File: src/rtl/mux_scan_controller.sv
// mux_scan_controller
// Walks the select lines of a 4-to-1 mux through all four inputs. At each input it holds the
// selects stable for SETTLE_CYCLES cycles, samples the mux output, and finally presents the
// four captured bits as one parallel word with a one-cycle done pulse.
//
// Ports:
//   clock      in   system clock, rising edge
//   reset      in   synchronous, active-high reset
//   start      in   scan request, honoured only while idle
//   mux_in     in   output bit of the 4-to-1 mux
//   sel        out  [1:0] mux selects (sel[1] outer pair select, sel[0] inner select)
//   busy       out  high whenever a scan is in progress or finishing
//   done       out  one-cycle pulse when a scan completes
//   word       out  [3:0] captured data, word[i] sampled while sel == i
//   word_valid out  word holds a completed scan
module mux_scan_controller #(
  parameter int unsigned SETTLE_CYCLES = 4
) (
  input  logic       clock,
  input  logic       reset,
  input  logic       start,
  input  logic       mux_in,
  output logic [1:0] sel,
  output logic       busy,
  output logic       done,
  output logic [3:0] word,
  output logic       word_valid
);

  typedef enum logic [1:0] {StIdle, StSettle, StSample, StDone} state_e;

  localparam logic [7:0] Reload = 8'(SETTLE_CYCLES - 1);

  state_e     state_q, state_d;
  logic [7:0] cnt_q, cnt_d;
  logic [3:0] shadow_q, shadow_d;
  logic [1:0] sel_q, sel_d;
  logic [3:0] word_q, word_d;
  logic       word_valid_q, word_valid_d;
  logic       busy_q, busy_d;
  logic       done_q, done_d;

  always_comb begin
    state_d      = state_q;
    cnt_d        = cnt_q;
    shadow_d     = shadow_q;
    sel_d        = sel_q;
    word_d       = word_q;
    word_valid_d = word_valid_q;

    unique case (state_q)
      StIdle: begin
        if (start) begin
          sel_d        = 2'd0;
          cnt_d        = Reload;
          word_valid_d = 1'b0;
          state_d      = StSettle;
        end
      end
      StSettle: begin
        if (cnt_q == 8'd0) begin
          state_d = StSample;
        end else begin
          cnt_d = cnt_q - 8'd1;
        end
      end
      StSample: begin
        shadow_d[sel_q] = mux_in;
        if (sel_q == 2'd3) begin
          // Publish the whole shadow, including the bit captured this cycle.
          word_d       = shadow_d;
          word_valid_d = 1'b1;
          state_d      = StDone;
        end else begin
          // sel only moves on entry to SETTLE, so every sample sees a full settle window.
          sel_d   = sel_q + 2'd1;
          cnt_d   = Reload;
          state_d = StSettle;
        end
      end
      StDone: begin
        state_d = StIdle;
      end
      default: begin
        state_d = StIdle;
      end
    endcase

    // Status outputs are registered from the next state so they line up with it.
    busy_d = (state_d != StIdle);
    done_d = (state_d == StDone);
  end

  always_ff @(posedge clock) begin
    if (reset) begin
      state_q      <= StIdle;
      cnt_q        <= 8'd0;
      shadow_q     <= 4'd0;
      sel_q        <= 2'd0;
      word_q       <= 4'd0;
      word_valid_q <= 1'b0;
      busy_q       <= 1'b0;
      done_q       <= 1'b0;
    end else begin
      state_q      <= state_d;
      cnt_q        <= cnt_d;
      shadow_q     <= shadow_d;
      sel_q        <= sel_d;
      word_q       <= word_d;
      word_valid_q <= word_valid_d;
      busy_q       <= busy_d;
      done_q       <= done_d;
    end
  end

  assign sel        = sel_q;
  assign busy       = busy_q;
  assign done       = done_q;
  assign word       = word_q;
  assign word_valid = word_valid_q;

endmodule

File: config.mk
export PLATFORM = sky130hd
export DESIGN_NAME = mux_scan_controller
export DESIGN_NICKNAME = d
export VERILOG_FILES = /design/src/rtl/mux_scan_controller.sv
export SDC_FILE = /design/constraint.sdc
export NUM_CORES = 1
export LEC_CHECK = 0
export CAP_MARGIN = 0
export CORE_UTILIZATION = 42
export DETAILED_ROUTE_END_ITERATION = 8
export DONT_BUFFER_PORTS = 1
export GPL_TIMING_DRIVEN = 0
export PLACE_DENSITY = 0.56
export SKIP_LAST_GASP = 1
export SLEW_MARGIN = 5
export SYNTH_ARGS = -nofsm -noshare
export SYNTH_HDL_FRONTEND = slang
export SYNTH_SLANG_ARGS = --single-unit
File: constraint.sdc
create_clock -name clock -period 2.4 [get_ports clock]
set_input_delay 0.48 -clock clock [delete_from_list [all_inputs] [get_ports clock]]
set_output_delay 0.48 -clock clock [all_outputs]
set_load 0.01 [all_outputs]
==> results.cfg <==
[die]
fp.dieArea_sq_um = 2720
rows = 17
start_util_pct = 46.1
die_h_um = 52.2
die_w_um = 52.2
core_region_area_sq_um = 2300
io-pin-count = 13

[logic_synthesis]
synth_flop_cell = dfxtp_1
synthesis.nets = 130
synth_area_sq_um = 1060
synth.top_cells.by_area = dfxtp_1 42%, ha_1 7.1%, a21oi_1 4.7%
synth-xor-area-share_pct = 3.31
synthAdderAreaFrac_pct = 7.09
synthDistinctLibCells = 34
synth_cells = 120
muxShareOfSynthArea_pct = 3.90
synth_compound_area_share_pct = 18.2
syn_area_per_cell_sq_um = 8.82
synth_edf_count = 0
synth-seq-area-share_pct = 41.6
synth_top_area_cell = dfxtp_1
synth_seq_cells = 22
synth_top_family_by_area = simple AND/OR/NAND/NOR gates
yosys_warnings = 0
yosys.area.top_type_share_pct = 41.6
synthSimpleGateAreaFrac_pct = 20.0
async_flop_share_pct = 0

[timing]
setup_violations = 0
rsz0062_at_grt = no
fin_skew_ps = 1.72
drv_slew = 0
timing.slew.headroom_pct = 73.5
worst_pin_slew_ps = 398
timing.fmax_mhz = 503
finalCritPeriodShare_pct = 82.9
min_period_ps = 1990
final_hold_viol_count = 0
setup_tns_ps = 0

[cells_and_area]
layout-drive-gt1-share_pct = 9.68
antenna_cells = 0
nNetsFinal = 135
regArea_sq_um = 440
finalNonFillerCells = 152
area_growth_pct = 6.74
multi_input_area_sq_um = 556
fill_cells = 237

[drt]
dr.pass1.iters = 4
viasPerCell = 5.30
drt_wl_total_um = 1970
vias = 805
wl_per_cell_um = 13.0
antenna_left = 0
drc_errors = 0
first_iter_violations = 12

[cts]
htree_levels = 1
post_cts_buffers = 0
cts-root-buf = clkbuf_4
hold_buffers = 0
cts_tree = built
clk_pin_slew_ps = 120
clk_latency_ps = 310
numCtsBuffers = 3
ctsLongestPathBuffers = 2
clock-sinks = 22
cts_resized = 0

[worst_setup_path]
cp.arrival_ps = 2250
start_kind = flop
crit_type = flop to flop
rr_worst_depth = 7
r2r-end = cnt_q[7]$_SDFFE_PP0P_
endpoint_kind = flop
rrSetupSlack_ps = 410
rr_startpoint = cnt_q[0]$_SDFFE_PP0P_
crit_required_ps = 2660
path_max_fanout = 6

[global_route]
grt_max_degree = 13
grt_pass1_wl_um = 3470
antenna_found_initial = 0
grt_usage_pct = 17.7
grt-ovfl-total = 0
grt_pass1_vias = 742

[min_path]
min_from = mux_in
hold_class = primary input to flop
worstHoldEndpoint = shadow_q[2]$_SDFFE_PP0P_
min_delay_path_depth = 2

[placed_design]
place_congestion = 0.733
hpwl_um = 1360
port-buffer-count = 0
placed_cells = 148

[flow_run]
timing.max_cap.violations = 0

[status]
status = complete, no violations

[power_and_ir_drop]
vdd_drop_max_v = 0.000327
p_leak_nw = 0.405
power.total_uw = 751
p_per_area_nw_per_um2 = 664
## placed cells by master, fill, tap and decap left out, types with 2 or more instances in the layout
| master | n |
|---|---|
| a22oi_1 | 2 |
| o211ai_1 | 3 |
| clkbuf_1 | 4 |
| nand3_1 | 3 |
| nor2b_1 | 3 |
| ha_1 | 6 |
| a21oi_1 | 10 |
| inv_1 | 6 |
| o21ai_0 | 3 |
| nand2_1 | 9 |
| nor3_1 | 5 |
| mux2i_1 | 3 |
| clkbuf_4 | 3 |
| buf_2 | 2 |
| nor2_1 | 13 |
| dfxtp_1 | 22 |
| a211oi_1 | 4 |
| xor2_1 | 4 |
| nor4b_1 | 2 |
## Yosys cell counts (2+ instances only)
library cell  count
mux2i_1           3
ha_1              6
a22oi_1           2
nand3_1           3
nand2_1           9
inv_1             6
nor2_1           13
o211ai_1          3
a211oi_1          4
xor2_1            4
a21oi_1          10
dfxtp_1          22
buf_2             2
nor3_1            5
nor2b_1           3
nor4b_1           2
clkbuf_1          4
o21ai_0           3
## worst max-delay path: stages (launching register included)
cell,delay [ps]
dfxtp_1,430
inv_1,90
ha_1,200
or3b_2,180
clkbuf_1,290
o211ai_1,190
or4_1,420
a21oi_1,140
## how the worst max path moves through the flow
| stage | start | end | depth (start not counted) | slack [ps] |
|---|---|---|---|---|
| after floorplan | cnt_q[0]$_SDFFE_PP0P_ | cnt_q[7]$_SDFFE_PP0P_ | 7 | 660 |
| after global placement | cnt_q[0]$_SDFFE_PP0P_ | cnt_q[7]$_SDFFE_PP0P_ | 7 | 510 |
| after detailed placement | cnt_q[0]$_SDFFE_PP0P_ | cnt_q[7]$_SDFFE_PP0P_ | 7 | 480 |
| after CTS | cnt_q[0]$_SDFFE_PP0P_ | cnt_q[7]$_SDFFE_PP0P_ | 7 | 410 |
| after global routing | cnt_q[0]$_SDFFE_PP0P_ | cnt_q[7]$_SDFFE_PP0P_ | 7 | 230 |
| final | cnt_q[0]$_SDFFE_PP0P_ | cnt_q[7]$_SDFFE_PP0P_ | 7 | 410 |
## flip-flops by register name (all words and copies together) (netlist names)
name        count
word            4
sel             2
done            1
shadow_q        3
busy            1
state_q         2
word_valid      1
cnt_q           8
## cells by family after synthesis
group,after synthesis
AO/OA/AOI/OAI,28
XOR/XNOR,4
adder cells (fa/ha/maj),6
buffers and inverters,14
flip-flops,22
multiplexers,4
AND/OR/NAND/NOR,42
## report_power, final
group | internal (mW) | total [mW] | switching, mW
sequential | 0.383 | 0.404 | 0.0210
clock | 0.0928 | 0.209 | 0.116
combinational | 0.0618 | 0.138 | 0.0759
total | 0.537 | 0.751 | 0.213
## final cells by class
class | instances | share of cell area, %
Inverter | 6 | 1.99
Buffer | 8 | 3.54
Clock buffer | 4 | 3.21
Tap cell | 28 | 3.10
Sequential cell | 22 | 39.0
Multi-Input combinational cell | 84 | 49.2
## metal layers
metal	wire, um	vias up	global-route usage [%]
met5	0	-	0
met4	48	0	10.5
met3	46	5	3.19
met2	860	12	25.0
met1	1010	364	24.8
li1	-	424	-
## stage by stage
| step | worst slack, ps | hold WS, ps | util (%) | cell area [sq um] |
|---|---|---|---|---|
| final | 410 | 296 | 49.2 | 1130 |
| after global routing | 229 | 292 | 49.2 | 1130 |
| after CTS | 410 | 280 | 49.2 | 1130 |
| after detailed placement | 481 | 448 | 47.6 | 1090 |
| after global placement | 508 | 443 | 47.6 | 1090 |
| after floorplan | 661 | 436 | - | 1060 |
No activity file was read; power rests on OpenSTA's default activity.
